--- config.mk ---
export PLATFORM = sky130hd
export DESIGN_NAME = sdram_arbiter
export DESIGN_NICKNAME = d
export VERILOG_FILES = /design/src/rtl/sdram_pkg.sv /design/src/rtl/sdram_age_prio.sv /design/src/rtl/sdram_arbiter.sv
export SDC_FILE = /design/constraint.sdc
export NUM_CORES = 1
export LEC_CHECK = 0
export BUFFER_PORTS_ARGS = -buffer_cell sky130_fd_sc_hd__buf_2
export CORE_UTILIZATION = 57
export CTS_CLUSTER_SIZE = 30
export DETAILED_ROUTE_END_ITERATION = 7
export PLACE_DENSITY = 0.86
export SLEW_MARGIN = 20
export SYNTH_ARGS = -nofsm -noshare
export SYNTH_HDL_FRONTEND = slang
export SYNTH_SLANG_ARGS = --single-unit
--- constraint.sdc ---
create_clock -name clk_sys -period 15.7 [get_ports clk_sys]
set_input_delay 0.785 -clock clk_sys [delete_from_list [all_inputs] [get_ports clk_sys]]
set_output_delay 0.785 -clock clk_sys [all_outputs]
set_load 0.02 [all_outputs]
--- src/rtl/sdram_pkg.sv ---
// sdram_pkg: FSM encoding, client indices and the per-client SDRAM address map
package sdram_pkg;
  typedef enum logic [1:0] {IDLE, ISSUE, WAIT_DONE} state_t;
  localparam logic [1:0] CLI_M68K = 2'd0;
  localparam logic [1:0] CLI_SPR = 2'd1;
  localparam logic [1:0] CLI_TILES = 2'd2;
  localparam logic [1:0] CLI_THEME = 2'd3;
  localparam logic [3:0][25:0] CLI_BASE = {26'h0080000, 26'h0800000, 26'h0900000, 26'h0000000};
  localparam logic [3:0][18:0] CLI_MASK = {19'h3ffff, 19'h3ffff, 19'h7ffff, 19'h3ffff};
  localparam logic [3:0] CLI_SHIFT = 4'b0110;
  localparam logic [3:0] CLI_BURST = 4'b1110;
  function automatic logic [25:0] map_addr(input logic [1:0] c, input logic [18:0] a);
    return CLI_BASE[c] | (26'(a & CLI_MASK[c]) << CLI_SHIFT[c]);
  endfunction
endpackage

--- src/rtl/sdram_age_prio.sv ---
// sdram_age_prio: one-hot winner pick, starved clients first, then fixed priority
module sdram_age_prio
  import sdram_pkg::*;
#(
  parameter int AGE_MAX = 4,
  parameter int AW = 3
) (
  input  logic [3:0]         pending,
  input  logic [3:0][AW-1:0] age,
  output logic [3:0]         grant
);
  logic [3:0] starved, sel;
  // any starved client masks the fixed-priority candidates; lowest set bit wins
  always_comb begin
    for (int i = 0; i < 4; i++) starved[i] = pending[i] && age[i] >= AW'(AGE_MAX);
    sel = |starved ? starved : pending;
    grant = sel & (~sel + 4'd1);
  end
endmodule

--- src/rtl/sdram_arbiter.sv ---
// sdram_arbiter: four-client aging arbiter in front of an SDRAM read controller
module sdram_arbiter
  import sdram_pkg::*;
#(
  parameter int AGE_MAX = 4,
  parameter int TIMEOUT = 255
) (
  input  logic        clk_sys,
  input  logic        reset_n,
  input  logic [3:0]  cli_req,
  input  logic [75:0] cli_addr,
  output logic [3:0]  cli_valid,
  output logic [31:0] cli_data,
  input  logic        dl_en,
  output logic        sdram_rd,
  output logic        sdram_burst,
  output logic [26:1] sdram_addr,
  input  logic        sdram_ready,
  input  logic [63:0] sdram_dout,
  output logic        busy,
  output logic        timeout_err
);
  localparam int AW = $clog2(AGE_MAX + 1);
  localparam int CW = $clog2(TIMEOUT + 1);
  state_t state, state_d;
  logic [1:0] rst_sync, gidx;
  logic rst_n, issue, expire, finish, unused_ok;
  logic [3:0] pending, grant, winner;
  logic [3:0][18:0] addr_q;
  logic [3:0][AW-1:0] age;
  logic [CW-1:0] cnt;
  assign rst_n = rst_sync[1];
  assign busy = state != IDLE;
  assign unused_ok = ^sdram_dout[63:32];
  sdram_age_prio #(.AGE_MAX(AGE_MAX), .AW(AW)) u_prio (.pending(pending), .age(age), .grant(grant));
  // assert reset at once, release it only on a clk_sys edge
  always_ff @(posedge clk_sys or negedge reset_n)
    if (!reset_n) rst_sync <= 2'b00;
    else rst_sync <= {rst_sync[0], 1'b1};
  // state register
  always_ff @(posedge clk_sys or negedge rst_n)
    if (!rst_n) state <= IDLE;
    else state <= state_d;
  // next state plus the grant / abort / completion events
  always_comb begin
    state_d = state;
    issue = 1'b0;
    expire = 1'b0;
    finish = 1'b0;
    gidx = 2'd0;
    for (int i = 3; i >= 0; i--) if (grant[i]) gidx = 2'(i);
    case (state)
      IDLE: begin
        issue = !dl_en && |pending;
        state_d = issue ? ISSUE : IDLE;
      end
      ISSUE, WAIT_DONE: begin
        expire = cnt == CW'(TIMEOUT - 1);
        finish = !expire && state == WAIT_DONE && sdram_ready;
        state_d = expire || finish ? IDLE : state == ISSUE && !sdram_ready ? WAIT_DONE : state;
      end
      default: state_d = IDLE;
    endcase
  end
  // request capture; a same-cycle request beats the grant, an abort re-queues the winner
  always_ff @(posedge clk_sys or negedge rst_n)
    if (!rst_n) begin
      pending <= '0;
      addr_q <= '0;
    end else begin
      for (int i = 0; i < 4; i++)
        if (cli_req[i]) begin
          pending[i] <= 1'b1;
          addr_q[i] <= cli_addr[19*i +: 19];
        end else if (issue && grant[i]) pending[i] <= 1'b0;
        else if (expire && winner[i]) pending[i] <= 1'b1;
    end
  // ages count lost grants while pending, saturating at AGE_MAX
  always_ff @(posedge clk_sys or negedge rst_n)
    if (!rst_n) age <= '0;
    else
      for (int i = 0; i < 4; i++)
        age[i] <= !pending[i] || (issue && grant[i]) ? '0 :
                  issue && age[i] != AW'(AGE_MAX) ? age[i] + 1'b1 : age[i];
  // SDRAM command, access timer and client return path
  always_ff @(posedge clk_sys or negedge rst_n)
    if (!rst_n) begin
      winner <= '0;
      cnt <= '0;
      sdram_rd <= 1'b0;
      sdram_burst <= 1'b0;
      sdram_addr <= '0;
      cli_valid <= '0;
      cli_data <= '0;
      timeout_err <= 1'b0;
    end else begin
      cli_valid <= finish ? winner : '0;
      cnt <= issue ? '0 : busy ? cnt + 1'b1 : cnt;
      timeout_err <= timeout_err | expire;
      if (issue) begin
        winner <= grant;
        sdram_addr <= map_addr(gidx, addr_q[gidx]);
        sdram_burst <= CLI_BURST[gidx];
        sdram_rd <= 1'b1;
      end else if (expire || (state == ISSUE && !sdram_ready)) sdram_rd <= 1'b0;
      if (finish)
        cli_data <= winner[CLI_M68K] ? {16'd0, sdram_dout[7:0], sdram_dout[15:8]} : sdram_dout[31:0];
    end
endmodule

==> impl_metrics.toml, run 1 <==
[grt]
gr-total-overflow = 0
grt_usage = 0.283
antenna_found_initial = 2
grt_pass1_wl_mm = 30.6
grt_start_max_net_pins = 75
grt_pass1_vias = 6051

[synthesis]
syn-cell-area_um2 = 7700
avgSynthCellArea_um2 = 11.2
synth_cell_types = 57
synthCells = 686
synth_seq_cells = 167
async_flop_share = 1.00
yosys_warnings = 0
synth_flop_cell = "dfrtp_1"
yosysSeqAreaShare = 0.543
synth_edf_count = 0

[sta]
fin_skew_ns = 0.0122
rsz0062_at_grt = "false"
final.setup.tns_ns = 0
fin_crit_sh = 0.208
slew-limit-headroom = 0.314
hold_viol = 0
fmax_mhz = 307
report.final.slew_viol_count = 0
setup_ws_ns = 12.44
layout_min_cycle_time_ns = 3.26
setup_viol_count_final = 0
worst_pin_slew_ns = 1.03

[pwr]
finalPower_mw = 1.93
cellPowerDensity_nw_per_um2 = 209
power_leakage_nw = 4.54
ir_drop_v = 0.000137

[detailed_routing]
avgRoutedWirePerCell_um = 17.9
drt-total-wl_mm = 18.4
via_per_inst = 5.74
drc = 0
drtPass1Iterations = 5
drt-initial-drc-count = 429
ant_nets = 0
num_vias = 5928

[setup_path]
critPathMaxFanout = 18
worst_ep_arrival_time_ns = 3.59
worstSetupStartpointType = "flip-flop"
path_class = "reg -> reg"
critPathRequiredTime_ns = 16.03
crit_path_end_kind = "flip-flop"

[layout]
antenna_cells = 0
drive_gt1_frac = 0.353
area_growth_pct = 20.3
fin_util = 0.702
final_common_cell = "buf_2"
fillers = 954
nets = 1008
layout_common_cells = "buf_2 (175), dfrtp_1 (166), nand2_1 (87)"

[die]
initial_utilization = 0.583
dieWidth_um = 118
rows = 42
die_area_um2 = 14000
die_h_um = 118
fp.coreArea_um2 = 13200
ios = 214

[placed_design]
numPortBuffers = 175
post-place-ws_ns = 12.51
dp_hpwl_mm = 12.2
place.gp.congestion = 0.814

[clock_network]
cts.sink_count = 167
post_cts_resized = 0
hold_buffers = 0
cts_max_level = 4
path_clk_slew_ns = 0.06
clk_latency_ns = 0.43
clockBufferDepth = 2
postCtsSetupRepairBufs = 0
cts_tree = "built"
clock-root-buffer = "clkbuf_16"
cts_buffers = 17

[run]
drv_cap = 0

[status]
outcome = "finished clean"

[worst_hold_path]
hold_class = "in -> async"
-- logic make-up after synthesis --
kind of cell / Yosys count / share of synthesized area
other: 2 / 0.000976
AOI/OAI and AO/OA: 156 / 0.138
buffers and inverters: 72 / 0.0426
and+or+nand+nor: 160 / 0.0915
xor gates and xnor gates: 6 / 0.00683
adders and majority gates: 15 / 0.0244
DFF: 167 / 0.543
muxes: 108 / 0.152
-- worst max-delay path, cell delays in order (launching register included) --
cell,delay [ns]
dfrtp_1,0.60
a22oi_1,0.24
a221o_2,0.44
o21ai_4,0.26
and2_4,0.36
ha_1,0.34
inv_1,0.19
nand2_1,0.39
o221ai_1,0.34
-- metrics by stage --
step	std cells	hold WS, ns	instance area [um2]
finish	1032	0.124	9260
global route	1032	0.116	9260
detailed placement	1002	0.202	8650
floorplan	689	0.331	7710
CTS	1032	0.114	9260
global placement	1002	0.197	8650
-- cells in the mapped netlist, types with 3 or more instances --
master / count / area share
a21oi_1: 32 / 0.021
inv_1: 27 / 0.013
o21ai_0: 47 / 0.031
dfrtp_1: 167 / 0.54
xnor2_1: 6 / 0.0068
mux2i_1: 34 / 0.044
nand3_1: 10 / 0.0065
a21o_1: 3 / 0.0029
o221ai_1: 17 / 0.019
ha_1: 15 / 0.024
nor2_1: 36 / 0.018
buf_6: 3 / 0.0044
a22oi_1: 3 / 0.0029
nand2_1: 87 / 0.042
a211o_1: 15 / 0.017
o22ai_1: 7 / 0.0057
nand4_1: 4 / 0.0033
or3_1: 3 / 0.0024
mux2_2: 74 / 0.11
o21bai_1: 4 / 0.0039
o31ai_1: 3 / 0.0029
clkbuf_1: 31 / 0.015
o211ai_1: 4 / 0.0039
nor3_1: 6 / 0.0039
buf_4: 5 / 0.0049
a31oi_1: 3 / 0.0024
buf_2: 4 / 0.0026
-- layout make-up --
class	instances	area, um2	share of cell area
repair buffers	181	921	0.0995
well taps	176	220	0.0238
flip-flops and latches	167	4180	0.452
multi-input cells	450	3220	0.348
clock inverters	10	144	0.0155
clock buffers	20	467	0.0504
inverters	28	105	0.0114
-- state kept, by name (all words and copies together) (netlist names) --
register     flops
sdram_rd         1
addr_q          74
timeout_err      1
sdram_addr      22
pending          4
sdram_burst      1
state            2
age             12
cnt              8
cli_valid        4
rst_sync         2
cli_data        32
winner           4
-- final timing paths --
path	end	slack [ns]	cells after the start	from
min reg2reg	addr_q[13]$_DFFE_PN0P_	0.20	0	rst_sync[1]$_DFF_PN0_
max	sdram_addr[14]$_DFFE_PN0P_	12.44	8	pending[2]$_DFFE_PN0P_
min in group clk_sys	rst_sync[1]$_DFF_PN0_	0.35	0	rst_sync[0]$_DFF_PN0_
max in group asynchronous	addr_q[38]$_DFFE_PN0P_	14.30	1	rst_sync[1]$_DFF_PN0_
min	rst_sync[1]$_DFF_PN0_	0.12	1	reset_n
max reg2reg	sdram_addr[14]$_DFFE_PN0P_	12.44	8	pending[2]$_DFFE_PN0P_
-- layer usage --
metal	up-vias	share of wire	global-route usage
met1	2919	0.41	0.354
met3	49	0.066	0.0859
met2	224	0.50	0.452
li1	2734	-	-
met5	-	0.00070	0
met4	2	0.029	0.128
-- power by group --
group	switching, mW	leakage (nW)	internal (mW)
logic	0.543	2.18	0.322
registers	0.0890	2.05	0.546
clock network	0.169	0.303	0.262
(Power assumes the default switching activity.)
==> run 2, diff against run 1 <==
--- a/config.mk
+++ b/config.mk
@@ -6,10 +6,10 @@
 export NUM_CORES = 1
 export LEC_CHECK = 0
 export BUFFER_PORTS_ARGS = -buffer_cell sky130_fd_sc_hd__buf_2
-export CORE_UTILIZATION = 57
+export CORE_UTILIZATION = 47
 export CTS_CLUSTER_SIZE = 30
 export DETAILED_ROUTE_END_ITERATION = 7
-export PLACE_DENSITY = 0.86
+export PLACE_DENSITY = 0.76
 export SLEW_MARGIN = 20
 export SYNTH_ARGS = -nofsm -noshare
 export SYNTH_HDL_FRONTEND = slang
==> constraint.sdc (replaced) <==
create_clock -name clk_sys -period 2.75 [get_ports clk_sys]
set_input_delay 0.1375 -clock clk_sys [delete_from_list [all_inputs] [get_ports clk_sys]]
set_output_delay 0.1375 -clock clk_sys [all_outputs]
set_load 0.02 [all_outputs]
==> run 2 against run 1 <==
  * Count of clock-buffer cells in the layout up 1
  * Routed wire length grew 14%
  * Hold slack worse by 0.10 ns
  * Critical path depth increased by 1
  * Combinational power grew to 6.2 times the previous value
  * Sequential share of layout area shrank 4.9 points
  * Via count increased by 8.5%
==> impl_metrics.toml, run 2 (synthesized netlist as in run 1, its figures left out) <==
[sta]
setup_viol_count_final = 0
worst_pin_slew_ns = 0.799
hold_viol = 0
rsz0062_at_grt = "false"
fmax_mhz = 401
report.final.slew_viol_count = 0
fin_crit_sh = 0.907
layout_min_cycle_time_ns = 2.49
slew-limit-headroom = 0.463
final.setup.tns_ns = 0
fin_skew_ns = 0.0134

[clock_network]
cts_buffers = 17
postCtsSetupRepairBufs = 0
clockBufferDepth = 2
cts.sink_count = 167
clk_latency_ns = 0.43
cts_max_level = 4
cts_tree = "built"
clock-root-buffer = "clkbuf_16"
path_clk_slew_ns = 0.06

[grt]
grt_pass1_vias = 6721
antenna_found_initial = 1
grt.busiest_layer = "met2"
grt_pass1_wl_mm = 33.8
grt_util_met1 = 0.325
grt_usage = 0.265
gr-total-overflow = 0
grt_start_max_net_pins = 69
use_met3 = 0.0586
grtUsageMet2 = 0.437

[layout]
area_growth_pct = 35.0
regMostFlops = "addr_q"
largest_reg_flops = 74
nets = 1115
final_common_cell = "buf_2"
drive_gt1_frac = 0.331
reg.largest.list = "addr_q (74), cli_data (32), sdram_addr (22)"
final_cells = 1182
layout_common_cells = "buf_2 (175), dfrtp_1 (166), dlygate4sd3_1 (91)"

[setup_path]
r2r_start = "age[8]$_DFFE_PN0P_"
crit_chain = "a22oi_2, a221o_2, o21ai_4, and2_4, ha_1, inv_1, nand2_1, buf_4, o221ai_1"
worstSetupStartpointType = "flip-flop"
cp_slowest_cell = "dfrtp_1"
slowest_delay_ns = 0.55
crit_path_end_kind = "flip-flop"
path_class = "reg -> reg"
critPathRequiredTime_ns = 3.07
critPathMaxFanout = 15
cp_top_family = "compound AO/OA/AOI/OAI gates"
worst_ep_arrival_time_ns = 2.81
crit_path_start = "age[8]$_DFFE_PN0P_"
crit_buf_inv = 2

[pwr]
ir_drop_v = 0.000612
power_leakage_nw = 5.00
cellPowerDensity_nw_per_um2 = 1100

[placed_design]
dp_hpwl_mm = 13.0
dp.cells = 1058
numPortBuffers = 175
place.gp.congestion = 0.782

[die]
rows = 46
die_area_um2 = 16900
initial_utilization = 0.483
ios = 214
fp.coreArea_um2 = 15900
die_h_um = 130
dieWidth_um = 130

[detailed_routing]
drt-initial-drc-count = 391
drc = 0
num_vias = 6432
drt-total-wl_mm = 20.9
via_per_inst = 5.44
avgRoutedWirePerCell_um = 17.7
ant_nets = 0
drtPass1Iterations = 5

[status]
outcome = "finished clean"

[run]
drv_cap = 0

[worst_hold_path]
hold_class = "in -> reg"
min-delay-start = "sdram_dout[9]"
## run 2: cell types whose count changed in the layout (fill, tap and decap cells not counted), sizes merged
| cell | before | now |
|---|---|---|
| buf | 181 | 197 |
| inv | 29 | 28 |
| clkinvlp | 0 | 2 |
| diode | 0 | 1 |
| clkbuf | 20 | 21 |
| dlygate4sd3 | 0 | 91 |
## run 2: worst min-delay path: cells and delay by family
family / cells / cell delay (ns)
muxes: 1 / 0.05
buffers and inverters: 1 / 0.09
AOI/OAI and AO/OA: 1 / 0.13
## run 2: final timing paths
| path | slack (ns) | to | cells after the start |
|---|---|---|---|
| worst min-delay path | 0.02 | cli_data[9]$_DFFE_PN0P_ | 3 |
| max in group asynchronous | 1.64 | state[0]$_DFFE_PN0P_ | 1 |
| worst min register to register | 0.36 | rst_sync[1]$_DFF_PN0_ | 0 |
| worst max-delay path | 0.26 | sdram_addr[18]$_DFFE_PN0P_ | 9 |
| worst max register to register | 0.26 | sdram_addr[18]$_DFFE_PN0P_ | 9 |
| min in group asynchronous | 0.03 | rst_sync[0]$_DFF_PN0_ | 2 |
## run 2: metal layers
| metal | wire (um) | vias to the layer above | part of all wire |
|---|---|---|---|
| met5 | 0 | - | 0 |
| met4 | 893 | 0 | 0.043 |
| met3 | 975 | 76 | 0.047 |
| met2 | 10500 | 211 | 0.50 |
| met1 | 8530 | 3183 | 0.41 |
| li1 | - | 2962 | - |
## run 2: power by group
| part | internal [mW] | switching, mW | leakage [nW] | total (mW) |
|---|---|---|---|---|
| clock network | 1.48 | 0.969 | 0.293 | 2.45 |
| logic | 2.11 | 3.28 | 2.66 | 5.39 |
| registers | 3.12 | 0.431 | 2.05 | 3.55 |
## run 2: timing repair
action	in CTS	in global routing
endpoints found under the setup margin	0	7
hold endpoints to repair	92	0
gates resized for setup	0	1
hold buffers	91	0
## run 2: through the flow
step / util / power (mW) / setup slack (ns) / hold slack (ns) / cell area, um2
floorplan: - / 7.20 / 0.0819 / -0.158 / 7710
detailed placement: 0.556 / 8.73 / 0.230 / -0.0727 / 8870
global route: 0.652 / 12.1 / 0.0776 / 0.0143 / 10400
finish: 0.652 / 11.4 / 0.256 / 0.0196 / 10400
global placement: 0.556 / 8.57 / 0.270 / -0.0764 / 8870
CTS: 0.651 / 11.3 / 0.158 / 0.000169 / 10400
## run 2: cell type report
type | count | area [um2]
fill | 1181 | 5550
sequential | 167 | 4180
multi-input combinational | 450 | 3220
timing repair buffer | 288 | 2000
clock buffer | 21 | 460
tap | 216 | 270
clock inverter | 11 | 146
inverter | 28 | 105
antenna | 1 | 2.50
==> run 3, diff against run 2 <==
--- a/config.mk
+++ b/config.mk
@@ -6,6 +6,8 @@
 export NUM_CORES = 1
 export LEC_CHECK = 0
 export BUFFER_PORTS_ARGS = -buffer_cell sky130_fd_sc_hd__buf_2
+export CAP_MARGIN = 20
+export CORE_MARGIN = 4
 export CORE_UTILIZATION = 47
 export CTS_CLUSTER_SIZE = 30
 export DETAILED_ROUTE_END_ITERATION = 7
==> constraint.sdc (replaced) <==
create_clock -name clk_sys -period 2.2 [get_ports clk_sys]
set_input_delay 0.11 -clock clk_sys [delete_from_list [all_inputs] [get_ports clk_sys]]
set_output_delay 0.11 -clock clk_sys [all_outputs]
set_load 0.02 [all_outputs]
==> run 3 against run 2 <==
  * Maximum frequency is 16% higher
  * Count of clock-buffer cells in the layout down 2
  * Utilization increased by 2.0 points
  * Die area grew 9.4%
  * Critical path type unchanged
  * Highest routed layer unchanged
==> impl_metrics.toml, run 3 (synthesized netlist as in run 1, its figures left out) <==
[setup_path]
critPathRequiredTime_ns = 2.55
cp_slowest_cell = "dfrtp_1"
ff2ff_setup_slack_ns = 0.05
r2r_start = "pending[0]$_DFFE_PN0P_"
crit_buf_inv = 2
worstSetupStartpointType = "flip-flop"
r2r_end = "sdram_addr[11]$_DFFE_PN0P_"
cp_common_cell = "buf_4"
worstRegToRegCells = 8
path_class = "reg -> reg"
cp_top_family = "compound AO/OA/AOI/OAI gates"
crit_path_end_kind = "flip-flop"
slowest_delay_ns = 0.40
critPathMaxFanout = 8
worst_ep_arrival_time_ns = 2.50
crit_chain = "buf_4, a22oi_1, o21a_1, nor2_8, buf_4, mux2i_1, a211o_1, o221ai_2"

[placed_design]
place.gp.congestion = 0.895
post-place-ws_ns = 0.0262
dp.cells = 1072
dp_hpwl_mm = 13.6
numPortBuffers = 175

[sta]
fmax_mhz = 465
layout_min_cycle_time_ns = 2.15
fin_crit_sh = 0.977
rsz0062_at_grt = "true"
fin_hold_ws_ns = 0.0155
setup_ws_ns = 0.0509
hold_viol = 0
slew-limit-headroom = 0.552
fin_skew_ns = 0.0123
report.final.slew_viol_count = 0
setup_viol_count_final = 0
worst_pin_slew_ns = 0.665

[clock_network]
clk_latency_ns = 0.43
cts_tree = "built"
clock-root-buffer = "clkbuf_16"
cts_max_level = 4
cts_buffers = 17
postCtsSetupRepairBufs = 0
clockBufferDepth = 2
cts.sink_count = 167
path_clk_slew_ns = 0.07

[status]
outcome = "finished clean"

[die]
initial_utilization = 0.483
fp.coreArea_um2 = 15900
die_h_um = 136
die_area_um2 = 18500
dieWidth_um = 136
rows = 46
ios = 214

[layout]
fillers = 1174
reg.largest.list = "addr_q (74), cli_data (32), sdram_addr (22)"
area_growth_pct = 39.2
final_cells = 1211
layout_common_cells = "buf_2 (175), dfrtp_1 (163), dlygate4sd3_1 (107)"
drive_gt1_frac = 0.347
regMostFlops = "addr_q"
final_common_cell = "buf_2"
fin_util = 0.672
antenna_cells = 0
largest_reg_flops = 74
nets = 1145

[pwr]
ir_drop_v = 0.000779
cellPowerDensity_nw_per_um2 = 1380
power_leakage_nw = 5.13
finalPower_mw = 14.8

[detailed_routing]
avgRoutedWirePerCell_um = 18.1
num_vias = 6532
via_per_inst = 5.39
drt-total-wl_mm = 22.0
drtPass1Iterations = 4
drt-initial-drc-count = 361
ant_nets = 0
drc = 0

[grt]
gr-total-overflow = 0
grt_pass1_wl_mm = 35.4
grt_start_max_net_pins = 67
grt_pass1_vias = 7057
grt_usage = 0.246
antenna_found_initial = 0

[worst_hold_path]
min-delay-start = "sdram_dout[15]"
hold_class = "in -> reg"
hold-path-endpoint = "cli_data[7]$_DFFE_PN0P_"
holdPathStages = 3

[run]
drv_cap = 0
run 3: cell type report:
type / count / area [um2] / share of cell area
Sequential cell: 167 / 4190 / 0.391
Multi-Input combinational cell: 450 / 3290 / 0.307
Timing Repair Buffer: 318 / 2300 / 0.215
Clock buffer: 19 / 433 / 0.0404
Tap cell: 216 / 270 / 0.0252
Clock inverter: 13 / 126 / 0.0118
Inverter: 28 / 108 / 0.0100
run 3: metrics by stage:
stage / area (um2) / setup TNS, ns
detailed placement: 9070 / 0
finish: 10700 / 0
CTS: 10700 / 0
floorplan: 7800 / -2.68
global placement: 9070 / 0
global route: 10700 / -0.663
run 3: power breakdown:
group          switching [mW]  internal, mW  total, mW
registers               0.542          3.90       4.44
clock network            1.28          1.57       2.85
logic                    4.39          3.09       7.48
total                    6.21          8.56       14.8
run 3: metal layers:
layer  track usage  vias to the layer above  part of all wire
met5             0                        -                 0
met4         0.130                        0             0.047
met3        0.0551                       78             0.053
met2         0.430                      228              0.52
met1         0.283                     3215              0.38
li1              -                     3011                 -
run 3: how the worst max path moves through the flow:
stage | start | end | slack, ns | cells past startpoint
3_3_place_gp | pending[1]$_DFFE_PN0P_ | sdram_addr[19]$_DFFE_PN0P_ | 0.06 | 7
6_report | pending[0]$_DFFE_PN0P_ | sdram_addr[11]$_DFFE_PN0P_ | 0.05 | 8
3_5_place_dp | pending[1]$_DFFE_PN0P_ | sdram_addr[19]$_DFFE_PN0P_ | 0.03 | 9
4_1_cts | pending[1]$_DFFE_PN0P_ | sdram_addr[1]$_DFFE_PN0P_ | 0.04 | 8
5_1_grt | pending[1]$_DFFE_PN0P_ | sdram_addr[2]$_DFFE_PN0P_ | -0.07 | 8
2_1_floorplan | age[5]$_DFFE_PN0P_ | sdram_addr[13]$_DFFE_PN0P_ | -0.20 | 12
run 3: worst register-to-register path: cells and delay by family, from the launching register on:
family                 cells  cell delay [ns]
flip-flops                 1             0.40
buffers and inverters      2             0.37
AO/OA/AOI/OAI              4             1.06
multiplexers               1             0.15
AND/OR/NAND/NOR            1             0.08
run 3: timing repair:
item                                    in CTS  in global routing
endpoints found under the hold margin      101                  0
hold buffers                               107                  0
endpoints found under the setup margin       1                 19
resized for setup                            1                  6
